## src/rtl/cc_pkg.sv

```systemverilog
// Purpose : shared widths, request layout and helpers for the cache-controller
//           address decoder pipeline.
// Contents: default width constants, default request struct, tag-width helper.
package cc_pkg;

   localparam int unsigned CC_ADDR_W   = 32;
   localparam int unsigned CC_OFFSET_W = 6;
   localparam int unsigned CC_INDEX_W  = 9;
   localparam int unsigned CC_ID_W     = 4;
   localparam int unsigned CC_TAG_W    = CC_ADDR_W - CC_INDEX_W - CC_OFFSET_W;

   // Request layout at default widths; modules with overridden widths declare
   // the same field order locally.
   typedef struct packed {
      logic [CC_TAG_W-1:0]    tag;
      logic [CC_INDEX_W-1:0]  index;
      logic [CC_OFFSET_W-1:0] offset;
      logic [CC_ID_W-1:0]     id;
   } cc_req_t;

   // Tag width left over once index and offset are carved out of the address.
   function automatic int unsigned cc_tag_w(input int unsigned addr_w,
                                            input int unsigned index_w,
                                            input int unsigned offset_w);
      return addr_w - index_w - offset_w;
   endfunction

endpackage

```

## src/rtl/cc_skid_buf.sv

```systemverilog
// Purpose : generic 2-entry valid/ready skid buffer (output register + skid).
// Ports   : clk, rst_n (sync, active-low)
//           i_valid/o_ready/i_data   upstream side; o_ready = skid empty
//           o_valid/i_ready/o_data   downstream side, registered
module cc_skid_buf #(
   parameter int unsigned DATA_W = 8
) (
   input  logic              clk,
   input  logic              rst_n,
   input  logic              i_valid,
   output logic              o_ready,
   input  logic [DATA_W-1:0] i_data,
   output logic              o_valid,
   input  logic              i_ready,
   output logic [DATA_W-1:0] o_data
);

   logic              r_out_vld;
   logic              r_skid_vld;
   logic [DATA_W-1:0] r_out_data;
   logic [DATA_W-1:0] r_skid_data;
   logic              w_out_free;

   assign w_out_free = ~r_out_vld | i_ready;
   assign o_ready    = ~r_skid_vld;
   assign o_valid    = r_out_vld;
   assign o_data     = r_out_data;

   // Skid always drains first so ordering stays FIFO; new data only lands in
   // skid when the output register is stuck.
   always_ff @(posedge clk) begin
      if (!rst_n) begin
         r_out_vld   <= 1'b0;
         r_skid_vld  <= 1'b0;
         r_out_data  <= '0;
         r_skid_data <= '0;
      end else if (w_out_free) begin
         if (r_skid_vld) begin
            r_out_data <= r_skid_data;
            r_out_vld  <= 1'b1;
            r_skid_vld <= 1'b0;
         end else if (i_valid) begin
            r_out_data <= i_data;
            r_out_vld  <= 1'b1;
         end else begin
            r_out_vld  <= 1'b0;
         end
      end else if (i_valid && !r_skid_vld) begin
         r_skid_data <= i_data;
         r_skid_vld  <= 1'b1;
      end
   end

endmodule

```

## src/rtl/cc_decoder_pipe.sv

```systemverilog
// Purpose : registered AXI AR address decoder feeding the cache lookup pipe.
//           Splits address into tag/index/offset, buffers through a 2-entry
//           skid buffer, throttles on downstream almost-full, counts
//           accepted requests and stall cycles (saturating).
// Ports   : clk, rst_n (sync, active-low)
//           inct_ar*      AR request in, inct_arready_o combinational
//           fifo_afull_i  downstream almost-full flags (any one stalls)
//           dec_valid_o/dec_ready_i, tag_o/index_o/offset_o/id_o  decoded out
//           hs_pulse_o    AR handshake, combinational
//           cnt_clr_i, req_cnt_o, stall_cnt_o  performance counters
module cc_decoder_pipe
   import cc_pkg::*;
#(
   parameter int unsigned ADDR_W   = CC_ADDR_W,
   parameter int unsigned OFFSET_W = CC_OFFSET_W,
   parameter int unsigned INDEX_W  = CC_INDEX_W,
   parameter int unsigned ID_W     = CC_ID_W,
   parameter int unsigned NUM_FIFO = 4,
   parameter int unsigned CNT_W    = 16
) (
   input  logic                                 clk,
   input  logic                                 rst_n,
   input  logic [ADDR_W-1:0]                    inct_araddr_i,
   input  logic [ID_W-1:0]                      inct_arid_i,
   input  logic                                 inct_arvalid_i,
   output logic                                 inct_arready_o,
   input  logic [NUM_FIFO-1:0]                  fifo_afull_i,
   output logic                                 dec_valid_o,
   input  logic                                 dec_ready_i,
   output logic [ADDR_W-INDEX_W-OFFSET_W-1:0]   tag_o,
   output logic [INDEX_W-1:0]                   index_o,
   output logic [OFFSET_W-1:0]                  offset_o,
   output logic [ID_W-1:0]                      id_o,
   output logic                                 hs_pulse_o,
   input  logic                                 cnt_clr_i,
   output logic [CNT_W-1:0]                     req_cnt_o,
   output logic [CNT_W-1:0]                     stall_cnt_o
);

   localparam int unsigned TAG_W = cc_tag_w(ADDR_W, INDEX_W, OFFSET_W);
   localparam int unsigned REQ_W = TAG_W + INDEX_W + OFFSET_W + ID_W;
   localparam logic [CNT_W-1:0] CNT_MAX = '1;

   typedef struct packed {
      logic [TAG_W-1:0]    tag;
      logic [INDEX_W-1:0]  index;
      logic [OFFSET_W-1:0] offset;
      logic [ID_W-1:0]     id;
   } req_t;

   req_t             w_in_req;
   req_t             w_out_req;
   logic [REQ_W-1:0] w_out_data;
   logic             w_afull_any;
   logic             w_skid_free;
   logic             w_hs;
   logic             w_stall;
   logic [CNT_W-1:0] r_req_cnt;
   logic [CNT_W-1:0] r_stall_cnt;

   // Accept only with skid room and no downstream pressure; the two already
   // buffered requests are covered by the downstream FIFO thresholds.
   assign w_afull_any    = |fifo_afull_i;
   assign inct_arready_o = rst_n & w_skid_free & ~w_afull_any;
   assign w_hs           = inct_arvalid_i & inct_arready_o;
   assign w_stall        = inct_arvalid_i & ~inct_arready_o;
   assign hs_pulse_o     = w_hs;

   // Address field split.
   assign w_in_req.tag    = inct_araddr_i[ADDR_W-1 -: TAG_W];
   assign w_in_req.index  = inct_araddr_i[INDEX_W+OFFSET_W-1 -: INDEX_W];
   assign w_in_req.offset = inct_araddr_i[OFFSET_W-1:0];
   assign w_in_req.id     = inct_arid_i;

   cc_skid_buf #(
      .DATA_W (REQ_W)
   ) u_skid (
      .clk     (clk),
      .rst_n   (rst_n),
      .i_valid (w_hs),
      .o_ready (w_skid_free),
      .i_data  (w_in_req),
      .o_valid (dec_valid_o),
      .i_ready (dec_ready_i),
      .o_data  (w_out_data)
   );

   assign w_out_req = req_t'(w_out_data);
   assign tag_o     = w_out_req.tag;
   assign index_o   = w_out_req.index;
   assign offset_o  = w_out_req.offset;
   assign id_o      = w_out_req.id;

   // Saturating performance counters; clear wins over increment.
   always_ff @(posedge clk) begin
      if (!rst_n || cnt_clr_i) begin
         r_req_cnt   <= '0;
         r_stall_cnt <= '0;
      end else begin
         if (w_hs && (r_req_cnt != CNT_MAX)) begin
            r_req_cnt <= r_req_cnt + CNT_W'(1);
         end
         if (w_stall && (r_stall_cnt != CNT_MAX)) begin
            r_stall_cnt <= r_stall_cnt + CNT_W'(1);
         end
      end
   end

   assign req_cnt_o   = r_req_cnt;
   assign stall_cnt_o = r_stall_cnt;

endmodule

```

## config.mk

```make
export PLATFORM = sky130hd
export DESIGN_NAME = cc_decoder_pipe
export DESIGN_NICKNAME = d
export VERILOG_FILES = /design/src/rtl/cc_pkg.sv /design/src/rtl/cc_skid_buf.sv /design/src/rtl/cc_decoder_pipe.sv
export SDC_FILE = /design/constraint.sdc
export NUM_CORES = 1
export LEC_CHECK = 0
export CAP_MARGIN = 10
export CORE_MARGIN = 2
export CORE_UTILIZATION = 45
export DETAILED_ROUTE_END_ITERATION = 6
export GPL_ROUTABILITY_DRIVEN = 1
export GPL_TIMING_DRIVEN = 0
export PLACE_DENSITY = 0.76
export SLEW_MARGIN = 10
export SYNTH_ARGS = -nofsm -noshare
export SYNTH_HDL_FRONTEND = slang
export SYNTH_SLANG_ARGS = --single-unit
```

## constraint.sdc

```tcl
create_clock -name clk -period 2.3 [get_ports clk]
set_input_delay 0.69 -clock clk [delete_from_list [all_inputs] [get_ports clk]]
set_output_delay 0.69 -clock clk [all_outputs]
set_load 0.005 [all_outputs]
```

==> results of run 1 <==
## cells by family (layout without fill, tap and decap cells)
kind of cell | count (synthesis) | in the layout | synth area share [%]
AND/OR/NAND/NOR | 212 | 212 | 22.7
AO/OA/AOI/OAI | 135 | 135 | 21.1
flip-flops | 106 | 106 | 44.0
buffers and inverters | 43 | 188 | 3.35
multiplexers | 40 | 40 | 8.31
adder cells (fa/ha/maj) | 2 | 2 | 0.519
## final timing paths
check | end | depth (start not counted)
worst min register to register | u_skid.r_skid_data[20] | 2
worst max register to register | u_skid.o_data[6] | 9
worst min-delay path | u_skid.r_skid_data[20] | 2
worst max-delay path | u_skid.o_data[6] | 10
## routing by layer
metal,global-route usage (%),vias to the layer above
met1,30.8,2205
met4,5.22,0
met5,0,-
met3,6.11,11
met2,37.6,149
li1,-,2264
## synthesized netlist by cell type (2+ instances only)
library cell / number
a21oi_1: 28
and3_1: 3
o21ai_0: 10
nand2_1: 89
or4_1: 19
nor2b_1: 2
inv_1: 5
nand2b_1: 8
o211a_1: 36
buf_1: 3
or3_1: 4
dfxtp_1: 106
a21boi_0: 36
nor4_1: 6
or2_2: 2
nor3_1: 4
ha_1: 2
nor2_1: 3
nand3_1: 51
and4_1: 2
nand4_1: 12
o31ai_1: 17
clkbuf_1: 35
mux2i_1: 40
## worst max-delay path, cell delays in order
cell	delay, ns
buf_8	0.10
nor4b_4	0.32
nand2_2	0.11
buf_4	0.15
buf_4	0.12
buf_4	0.12
buf_4	0.12
a21oi_2	0.38
clkbuf_2	0.34
o211a_1	0.17
## sequential cells by signal (all words and copies together) (netlist names)
| register | flops |
|---|---|
| u_skid.r_skid_vld | 1 |
| u_skid.r_skid_data | 36 |
| u_skid.o_data | 36 |
| req_cnt_o | 16 |
| u_skid.o_valid | 1 |
| stall_cnt_o | 16 |
## area by class of cell
class | instances | share of cell area [%]
Timing Repair Buffer | 131 | 19.2
Multi-Input combinational cell | 389 | 39.8
Inverter | 5 | 0.287
Clock inverter | 6 | 1.15
Buffer | 36 | 2.51
Sequential cell | 106 | 32.5
Tap cell | 136 | 2.61
Clock buffer | 10 | 1.95
## per-stage QoR
stage                     cells  TNS (ns)
after global placement      789    -73.01
after detailed placement    789    -79.14
after global routing        819     -2.26
after floorplan             538   -0.0432
after CTS                   814    -0.144
final                       819    -0.244
## repair_timing
item / in CTS / in global routing
setup endpoints to repair: 102 / 72
gates resized for setup: 53 / 17
pin swaps: 6 / 5
endpoints found under the hold margin: 0 / 0
setup buffers: 9 / 7
## report_power, final
part	switching [W]	internal, W
clock	0.000675	0.000520
combinational	0.000101	0.000129
sequential	0.00000677	0.00184
==> results.cfg, run 1 <==
[synth]
syn-num-nets = 585
syn_area_per_cell_sq_um = 8.96
yosys-top-cells-area = dfxtp_1 (44%), mux2i_1 (8.3%), o211a_1 (7.5%)
synth_top_area_cell = dfxtp_1
syn_inst = 538
synth_top_cell_area_share_pct = 44.0
synth_seq_cells = 106
syn-cell-area_sq_um = 4820
synth_edf_count = 0
synth_seq_area_share_pct = 44.0
yosys_warnings = 0
ys.flop_type = dfxtp_1
synth_cell_type_count = 39
ys_async_sr_fraction_pct = 0

[route]
drc_errors = 0
vias = 4629
met1_length_microns = 5900
ant_nets = 0
drtIter0Drc = 232
routed.top_layer = met4
dr.pass1.iters = 5
viasPerCell = 5.65
routed_wl_microns = 13200
met3_wirelength_microns = 866
wl_per_cell_microns = 16.1
wl_met2_microns = 6310

[power_and_ir_drop]
power.density_nw_per_um2 = 502
leakagePower_nw = 2.52
fin_total_pwr_w = 0.00328
peakVddDrop_mv = 0.305

[finish]
drive_above_1_share_pct = 9.96
layout_common_cells = clkdlybuf4s50_1 (107), dfxtp_1 (106), nand2_1 (88)
n_fill_cell = 904
nNetsFinal = 725
fin_util_pct = 63.0
finalInstanceArea_sq_um = 6530
register_area_sq_um = 2120
final_common_cell = clkdlybuf4s50_1
multi_input_area_sq_um = 2600
area_growth_pct = 35.5
antenna_cells = 0

[critical_path]
crit_arrival_ns = 2.64
critPathCaptureType = flip-flop
crit_type = input pin to flip-flop
critPathLaunch = fifo_afull_i[0]
critical_path.max_fanout = 10
startpoint_type = input pin
required_ns = 2.61
ff2ff_setup_slack_ns = 0.05
r2r_start = u_skid.r_skid_vld

[grt]
antenna_found_initial = 0
grt.total_usage_pct = 23.1
grt_pass1_vias = 4405
grt_remaining_overflow = 0
grt_max_degree = 19
grt_pass1_wl_microns = 21500

[placed_design]
io_buffers = 115
pre_cts_slack_ns = -1.14
placed_area_sq_um = 6140
place_hpwl_microns = 9410
gp_congestion = 0.921

[sta]
final_max_slew_viol_count = 0
fin_crit_ns = 2.32
skew_ns = 0.0127
tightestPinTransition_ns = 0.742
timing.fmax_mhz = 430
rsz0062_at_grt = yes
worst_hold_slack_ns = 0.474
slew_headroom_pct = 50.5
finalCritPeriodShare_pct = 101
setup_viol = 18
worst_slack_ns = -0.0241
finalHoldViolations = 0

[min_path]
hp-start = u_skid.r_skid_data[20]
hold_path.class = flip-flop to flip-flop

[run]
maxCapViolations = 0

[clock_network]
htreeDepth = 3
clk_path_buf_depth = 2
tritoncts = built
clkLatencyLatePin_ns = 0.37
cts_inserted_buffers = 9
cts_sinks = 106
path_clk_slew_ns = 0.11
cts_hold_buffers = 0
cts_root_buf = clkbuf_8

[die]
dieArea_sq_um = 11600
initial_utilization_pct = 46.5
core_sq_um = 10400
fp.dieW_microns = 108
ioPinCount = 116
die_y_microns = 108
rows = 37

[run_status]
status = complete, but fails checks
violations = negative setup slack
Power figures use the tool's default switching activity.
==> inputs of run 2 (changes only) <==
- PLACE_DENSITY: 0.76 -> 0.81
==> run 2 against run 1 <==
The flow now finishes without violations. Critical path type is now input pin to primary output. Largest power group unchanged. Final cell count is 0.37% lower. Clock-buffer cell count shrank 1. Sequential power about the same. Total power up 0.18%. Global-route usage shrank 0.28 points. Clock power barely moved. Combinational power about the same. Clock skew is 0.0025 ns lower. Die area unchanged. Via count is 1.4% higher.
==> results.cfg, run 2 (synthesis gave the netlist of run 1 again) <==
[run_status]
status = completed

[sta]
rsz0062_at_grt = no
slew_headroom_pct = 50.9
skew_ns = 0.0103
setup_viol = 0
fin_crit_ns = 2.25
setup_tns_ns = 0
finalHoldViolations = 0
final_max_slew_viol_count = 0
timing.fmax_mhz = 445
tightestPinTransition_ns = 0.736
finalCritPeriodShare_pct = 97.8

[critical_path]
crit_arrival_ns = 1.56
critical_path.max_fanout = 2
crit_slowest_cell = or4b_4
slowest_delay_ns = 0.53
r2r_start = u_skid.r_skid_vld
ff2ff_setup_slack_ns = 0.09
required_ns = 1.61
crit_type = input pin to primary output
startpoint_type = input pin
crit_chain = buf_6 -> or4b_4 -> nor3_2 -> buf_2
critPathCaptureType = primary output
worst_r2r_path_depth = 5
reg2reg_to = req_cnt_o[10]

[clock_network]
cts_root_buf = clkbuf_8
tritoncts = built
clkLatencyLatePin_ns = 0.37
clk_path_buf_depth = 2
cts_hold_buffers = 0
path_clk_slew_ns = 0.10
htreeDepth = 3
cts_inserted_buffers = 9
cts_sinks = 106

[grt]
grt_remaining_overflow = 0
grt_max_degree = 20
antenna_found_initial = 0
grt_pass1_wl_microns = 21400
grt_pass1_vias = 4543
grt.total_usage_pct = 22.8

[route]
ant_nets = 0
wl_per_cell_microns = 16.1
dr.pass1.iters = 5
routed_wl_microns = 13200
viasPerCell = 5.75
drtIter0Drc = 228
drc_errors = 0
vias = 4692

[die]
initial_utilization_pct = 46.5
fp.dieW_microns = 108
rows = 37
die_y_microns = 108
ioPinCount = 116
core_sq_um = 10400
dieArea_sq_um = 11600

[placed_design]
place_hpwl_microns = 9460
io_buffers = 115
placed_area_sq_um = 6140
place_inst = 789
gp_congestion = 0.930

[finish]
drive_above_1_share_pct = 10.0
area_growth_pct = 35.8
layout_common_cells = clkdlybuf4s50_1 (107), dfxtp_1 (105), nand2_1 (88)
finalInstanceArea_sq_um = 6550
antenna_cells = 0
nNetsFinal = 722
fin_cells = 816
final_common_cell = clkdlybuf4s50_1

[power_and_ir_drop]
power.density_nw_per_um2 = 501
peakVddDrop_mv = 0.395
leakagePower_nw = 2.51

[min_path]
hold_path.class = flip-flop to flip-flop
hp-start = u_skid.r_skid_data[16]
min_to = u_skid.r_skid_data[16]
hold_depth = 2

[run]
maxCapViolations = 0
run 2: changes by cell type in the layout (fill, tap and decap cells not counted), sizes merged:
cell,delta
buf,-7
inv,+1
clkdlybuf4s15,+2
clkbuf,+1
run 2: report_power, final:
group	switching, W	internal [W]
Clock	0.000679	0.000523
Sequential	0.00000710	0.00184
Combinational	0.000102	0.000127
Total	0.000788	0.00249
run 2: layer usage:
metal,up-vias,wire length (microns),track usage (%)
met1,2223,5600,29.7
met5,-,0,0
met4,0,284,8.61
li1,2257,-,-
met2,179,6300,37.6
met3,33,975,4.30
run 2: cell type report:
type | instances | area, sq um
repair buffers | 127 | 1230
fillers | 892 | 3820
well taps | 136 | 170
flip-flops and latches | 106 | 2120
clock inverters | 7 | 83.8
multi-input cells | 389 | 2620
plain buffers | 37 | 171
clock buffers | 9 | 124
inverters | 5 | 21.3
run 2: worst max path at each step:
stage	cells after the start	to	start	slack [ns]
final	4	inct_arready_o	fifo_afull_i[1]	0.05
after global routing	6	hs_pulse_o	inct_arvalid_i	0.001
after CTS	4	inct_arready_o	fifo_afull_i[1]	0.006
after detailed placement	6	hs_pulse_o	rst_n	-1.18
after global placement	6	hs_pulse_o	rst_n	-1.16
after floorplan	4	req_cnt_o[10]	fifo_afull_i[0]	-0.04
run 2: worst max-delay path, delay by kind of cell:
| family | cells | cell delay, ns |
|---|---|---|
| AND/OR/NAND/NOR | 2 | 0.64 |
| buffers and inverters | 2 | 0.23 |
run 2: metrics by stage:
step | setup WS, ns | utilization (%) | power [W] | hold WS (ns)
5_1_grt | 0.00107 | 63.1 | 0.00339 | 0.497
3_5_place_dp | -1.18 | 59.3 | 0.00211 | 0.460
6_report | 0.0504 | 63.1 | 0.00328 | 0.472
2_1_floorplan | -0.0432 | - | 0.00197 | 0.443
4_1_cts | 0.00611 | 62.4 | 0.00330 | 0.474
3_3_place_gp | -1.16 | 59.3 | 0.00210 | 0.449
run 2: what timing repair did:
item | 4_1_cts | 5_1_grt
setup buffers | 10 | 2
setup endpoints to repair | 102 | 81
gates cloned | 0 | 0
pin swaps | 6 | 4
gates resized for setup | 50 | 26
